[src/rtl/rr_arb_mux.sv]
// rtl/rr_arb_mux.sv - N-channel arbitrating selector with registered valid/ready output stage
module rr_arb_mux #(
    parameter int WIDTH = 5,
    parameter int N     = 4,
    parameter int RR    = 1,
    parameter int IDX_W = $clog2(N)
) (
    input  logic               clk,
    input  logic               rst_n,
    input  logic [N-1:0]       in_valid,
    input  logic [N*WIDTH-1:0] in_data,
    output logic [N-1:0]       in_ready,
    output logic               out_valid,
    output logic [WIDTH-1:0]   out_data,
    output logic [IDX_W-1:0]   out_src,
    input  logic               out_ready
);

    logic [IDX_W-1:0] ptr;
    logic [IDX_W-1:0] win;
    logic [IDX_W-1:0] idx;
    logic             any_req;
    logic             load_ok;
    logic             grant;
    int               j;

    // Scan from ptr (round-robin) or from 0 (fixed priority); first requester wins.
    always_comb begin
        win     = '0;
        idx     = '0;
        any_req = 1'b0;
        j       = 0;
        for (int k = 0; k < N; k++) begin
            j = (RR != 0) ? int'(ptr) + k : k;
            if (j >= N) begin
                j = j - N;
            end
            idx = IDX_W'(j);
            if (!any_req && in_valid[idx]) begin
                any_req = 1'b1;
                win     = idx;
            end
        end
    end

    assign load_ok  = !out_valid || out_ready;
    assign grant    = rst_n && load_ok && any_req;
    assign in_ready = grant ? ({{(N-1){1'b0}}, 1'b1} << win) : '0;

    always_ff @(posedge clk or negedge rst_n) begin
        if (!rst_n) begin
            out_valid <= 1'b0;
            out_data  <= '0;
            out_src   <= '0;
            ptr       <= '0;
        end else if (grant) begin
            out_valid <= 1'b1;
            out_data  <= in_data[win*WIDTH +: WIDTH];
            out_src   <= win;
            if (RR != 0) begin
                ptr <= (win == IDX_W'(N-1)) ? '0 : win + 1'b1;
            end
        end else if (out_valid && out_ready) begin
            out_valid <= 1'b0;
        end
    end

endmodule

[config.mk]
export PLATFORM = sky130hd
export DESIGN_NAME = rr_arb_mux
export DESIGN_NICKNAME = d
export VERILOG_FILES = /design/src/rtl/rr_arb_mux.sv
export SDC_FILE = /design/constraint.sdc
export NUM_CORES = 1
export LEC_CHECK = 0
export ABC_CLOCK_PERIOD_IN_PS = 1800
export CORE_UTILIZATION = 37
export CTS_BUF_LIST = sky130_fd_sc_hd__clkbuf_4
export CTS_CLUSTER_DIAMETER = 80
export DETAILED_ROUTE_END_ITERATION = 6
export GPL_ROUTABILITY_DRIVEN = 0
export GPL_TIMING_DRIVEN = 0
export PLACE_DENSITY = 0.77
export SYNTH_ARGS = -nofsm -noshare
export SYNTH_HDL_FRONTEND = slang
export SYNTH_SLANG_ARGS = --single-unit
[constraint.sdc]
create_clock -name clk -period 1.8 [get_ports clk]
set_input_delay 0.18 -clock clk [delete_from_list [all_inputs] [get_ports clk]]
set_output_delay 0.18 -clock clk [all_outputs]
set_load 0.03 [all_outputs]
==> flow_summary_export.csv <==
group,metric,value,unit
placement,place_hpwl,1.38,mm
logic_synthesis,yosys.area.top_type,"dfrtp_1",
logic_synthesis,postSynthNetCount,91,
logic_synthesis,synth-edff-count,0,
detailed_routing,vias,730,
power_and_ir_drop,power,1.49,mW
final_layout,antenna_cells,0,
timing,fmax,0.560,GHz
logic_synthesis,syn-instance-count,64,
cts,clockBufferDepth,2,
global_routing,overflow,0,
cts,insertion_delay,0.25,ns
timing,fin_crit,1.79,ns
floorplanning,pin_count,39,
timing,hold_viol,0,
power_and_ir_drop,peakVddDrop,0.820,mV
critical_path,path_class,"flop to primary output",
cts,clk_pin_slew_worst_paths,0.06,ns
critical_path,r2r_start,"ptr[0]",
logic_synthesis,synth.top_cell.area_share,39.5,%
floorplanning,die-area,0.00188,mm2
global_routing,grt_pass1_wl,3.13,mm
timing,period_share,99.2,%
detailed_routing,routedWlPerCell,16.6,um
job,drv_cap,0,
detailed_routing,drtIter0Drc,14,
logic_synthesis,ys_seq_area_share,39.5,%
cts,cts_buffers,3,
detailed_routing,dr.pass1.iters,6,
logic_synthesis,synth_common_cells,"nand2_1 (11), dfrtp_1 (10), mux2i_1 (10)",
logic_synthesis,synth.cell_area,633,um2
global_routing,grt_max_degree,11,
final_layout,area_delta_synth_final,89.5,%
critical_path,startpoint,"ptr[1]",
detailed_routing,drt-total-wl,2.12,mm
cts,cts_tree,"yes",
placement,place_inst,118,
timing,drv_slew,0,
critical_path,cp-endpoint,"in_ready[2]",
critical_path,r2r_slack,0.09,ns
logic_synthesis,ys_async_sr_fraction,100,%
outcome,status,"complete, but fails checks",
critical_path,cp_max_fo,5,
global_routing,grt_usage,22.8,%
timing,worst_pin_slew,0.476,ns
detailed_routing,via_per_inst,5.70,
floorplanning,die_h,43.4,um
power_and_ir_drop,leakage,0.548,nW
min_path,hold_path.class,"input port to flop",
logic_synthesis,ys_ff_latch,10,
cts,cts_sinks,10,
logic_synthesis,netlist_top_cells_area,"dfrtp_1 (40%), mux2i_1 (16%), o221ai_1 (8.3%)",
timing,slew_headroom,68.1,%
critical_path,reg2reg_depth,6,
cts,htree_levels,1,
final_layout,final_util,77.0,%
floorplanning,rows,14,
timing,worst_slack,0.0139,ns
critical_path,cp-end-kind,"primary output",
final_layout,nNetsFinal,141,
timing,finalClockSkew,0.00398,ns
cts,cts-root-buf,"clkbuf_4",
placement,post-place-ws,-0.917,ns
final_layout,drive_above_1_share,31.3,%
floorplanning,start_util,40.6,%
final_layout,instances_no_fill,128,
critical_path,worstSetupStartpointType,"flop",
detailed_routing,drc_errors,4,
power_and_ir_drop,power_density,1240,mW/mm2
logic_synthesis,synth_ff_type,"dfrtp_1",
logic_synthesis,synth.distinct_cells,24,
global_routing,grt_pass1_vias,735,
timing,rsz0062_at_grt,"true",
critical_path,rr_endpoint,"out_data[2]",
logic_synthesis,syn_avg_cell_area,9.89,um2
floorplanning,core,0.00156,mm2
timing,finalSetupViolCount,0,
logic_synthesis,synth_most_common_cell,"nand2_1",
logic_synthesis,ys_warn_count,0,
critical_path,crit_arrival,1.61,ns
placement,port_buffers,38,
global_routing,grt_antenna_before_repair,0,
outcome,violations,"design-rule violations",
detailed_routing,ant_nets,0,
critical_path,required,1.62,ns
floorplanning,die_w,43.4,um
## worst max-delay path, stage by stage (launching register included)
cell	delay [ns]
dfrtp_2	0.41
a21oi_2	0.07
or3_4	0.37
o221a_4	0.15
and3_2	0.18
buf_4	0.16
## placed cells by master (no fill, tap or decap)
| cell | synthesis | final |
|---|---|---|
| clkdlybuf4s50_1 | 0 | 29 |
| buf_4 | 0 | 12 |
| nand2_1 | 11 | 11 |
| mux2i_1 | 10 | 10 |
| dfrtp_1 | 10 | 9 |
| o221ai_1 | 6 | 5 |
| clkbuf_4 | 0 | 3 |
| inv_2 | 1 | 2 |
| nor3_2 | 1 | 2 |
| and3_2 | 2 | 2 |
| dlygate4sd2_1 | 0 | 2 |
| and2b_2 | 0 | 1 |
| nor2_4 | 0 | 1 |
| a21oi_2 | 0 | 1 |
| or3_4 | 0 | 1 |
| o221a_4 | 0 | 1 |
| o41ai_4 | 0 | 1 |
| nand2b_1 | 2 | 1 |
| nand2b_4 | 0 | 1 |
| inv_1 | 2 | 1 |
| a221oi_4 | 0 | 1 |
| and2b_1 | 2 | 1 |
| nor3_4 | 0 | 1 |
| o22ai_4 | 0 | 1 |
| o221ai_4 | 0 | 1 |
| nor2b_1 | 1 | 1 |
| nor2_1 | 2 | 1 |
| a21o_1 | 1 | 1 |
| a21oi_1 | 2 | 1 |
| xnor2_1 | 1 | 1 |
| o21ai_1 | 1 | 1 |
| dlygate4sd3_1 | 0 | 1 |
| clkdlybuf4s15_1 | 0 | 1 |
| clkbuf_2 | 0 | 1 |
| clkdlybuf4s15_2 | 0 | 1 |
| dfrtp_2 | 0 | 1 |
## final cells by class
cell class              instances  area (um2)
well taps                      16        20.0
plain buffers                   1        7.51
clock buffers                   3        22.5
inverters                       3        11.3
repair buffers                 46         427
multi-input cells              49         460
fillers                       111         359
flip-flops and latches         10         251
## sequential cells by signal, indices dropped and copies added (netlist names)
register and cells:
out_src 2, out_valid 1, out_data 5, ptr 2
## timing repair
| item | 4_1_cts | 5_1_grt |
|---|---|---|
| endpoints found under the setup margin | 6 | 4 |
| resized for setup | 38 | 17 |
| hold buffers | 1 | 0 |
| hold endpoints to repair | 10 | 0 |
| setup buffers | 6 | 1 |
| pin swaps | 4 | 4 |
## kinds of logic after synthesis
kind of cell              after synthesis  synth area share, %
AOI/OAI and AO/OA                      14                 19.4
xor gates and xnor gates                1                 1.38
buffers and inverters                   5                 4.35
DFF                                    10                 39.5
muxes                                  10                 15.8
and+or+nand+nor                        24                 19.6
## worst min path at each step
| stage | slack (ns) | depth (start not counted) | end | from |
|---|---|---|---|---|
| 6_report | 0.39 | 4 | out_valid | rst_n |
| 5_1_grt | 0.39 | 4 | out_valid | rst_n |
| 4_1_cts | 0.37 | 4 | out_valid | rst_n |
| 3_5_place_dp | 0.46 | 1 | out_src[0] | out_src[0] |
| 3_3_place_gp | 0.46 | 1 | out_src[0] | out_src[0] |
| 2_1_floorplan | -0.12 | 0 | out_data[0] | rst_n |
## where the power goes
part | total, mW | switching (mW) | internal [mW]
clock network | 0.146 | 0.0691 | 0.0769
registers | 0.372 | 0.0581 | 0.314
logic | 0.968 | 0.510 | 0.457
total | 1.49 | 0.638 | 0.848
## through the flow
step           area, um2  TNS [ns]  hold slack, ns
6_report            1200         0           0.389
5_1_grt             1200   -0.0489           0.392
4_1_cts             1120         0           0.375
3_5_place_dp        1030     -5.29           0.465
3_3_place_gp        1030     -5.27           0.461
2_1_floorplan        633    -0.145          -0.116
## per-layer routing
| metal | GRT usage [%] | share of wire [%] |
|---|---|---|
| met1 | 27.2 | 45 |
| met5 | 0 | 0 |
| met2 | 41.5 | 50 |
| met4 | 5.63 | 0.57 |
| met3 | 5.00 | 4.3 |
Power figures use the tool's default switching activity.
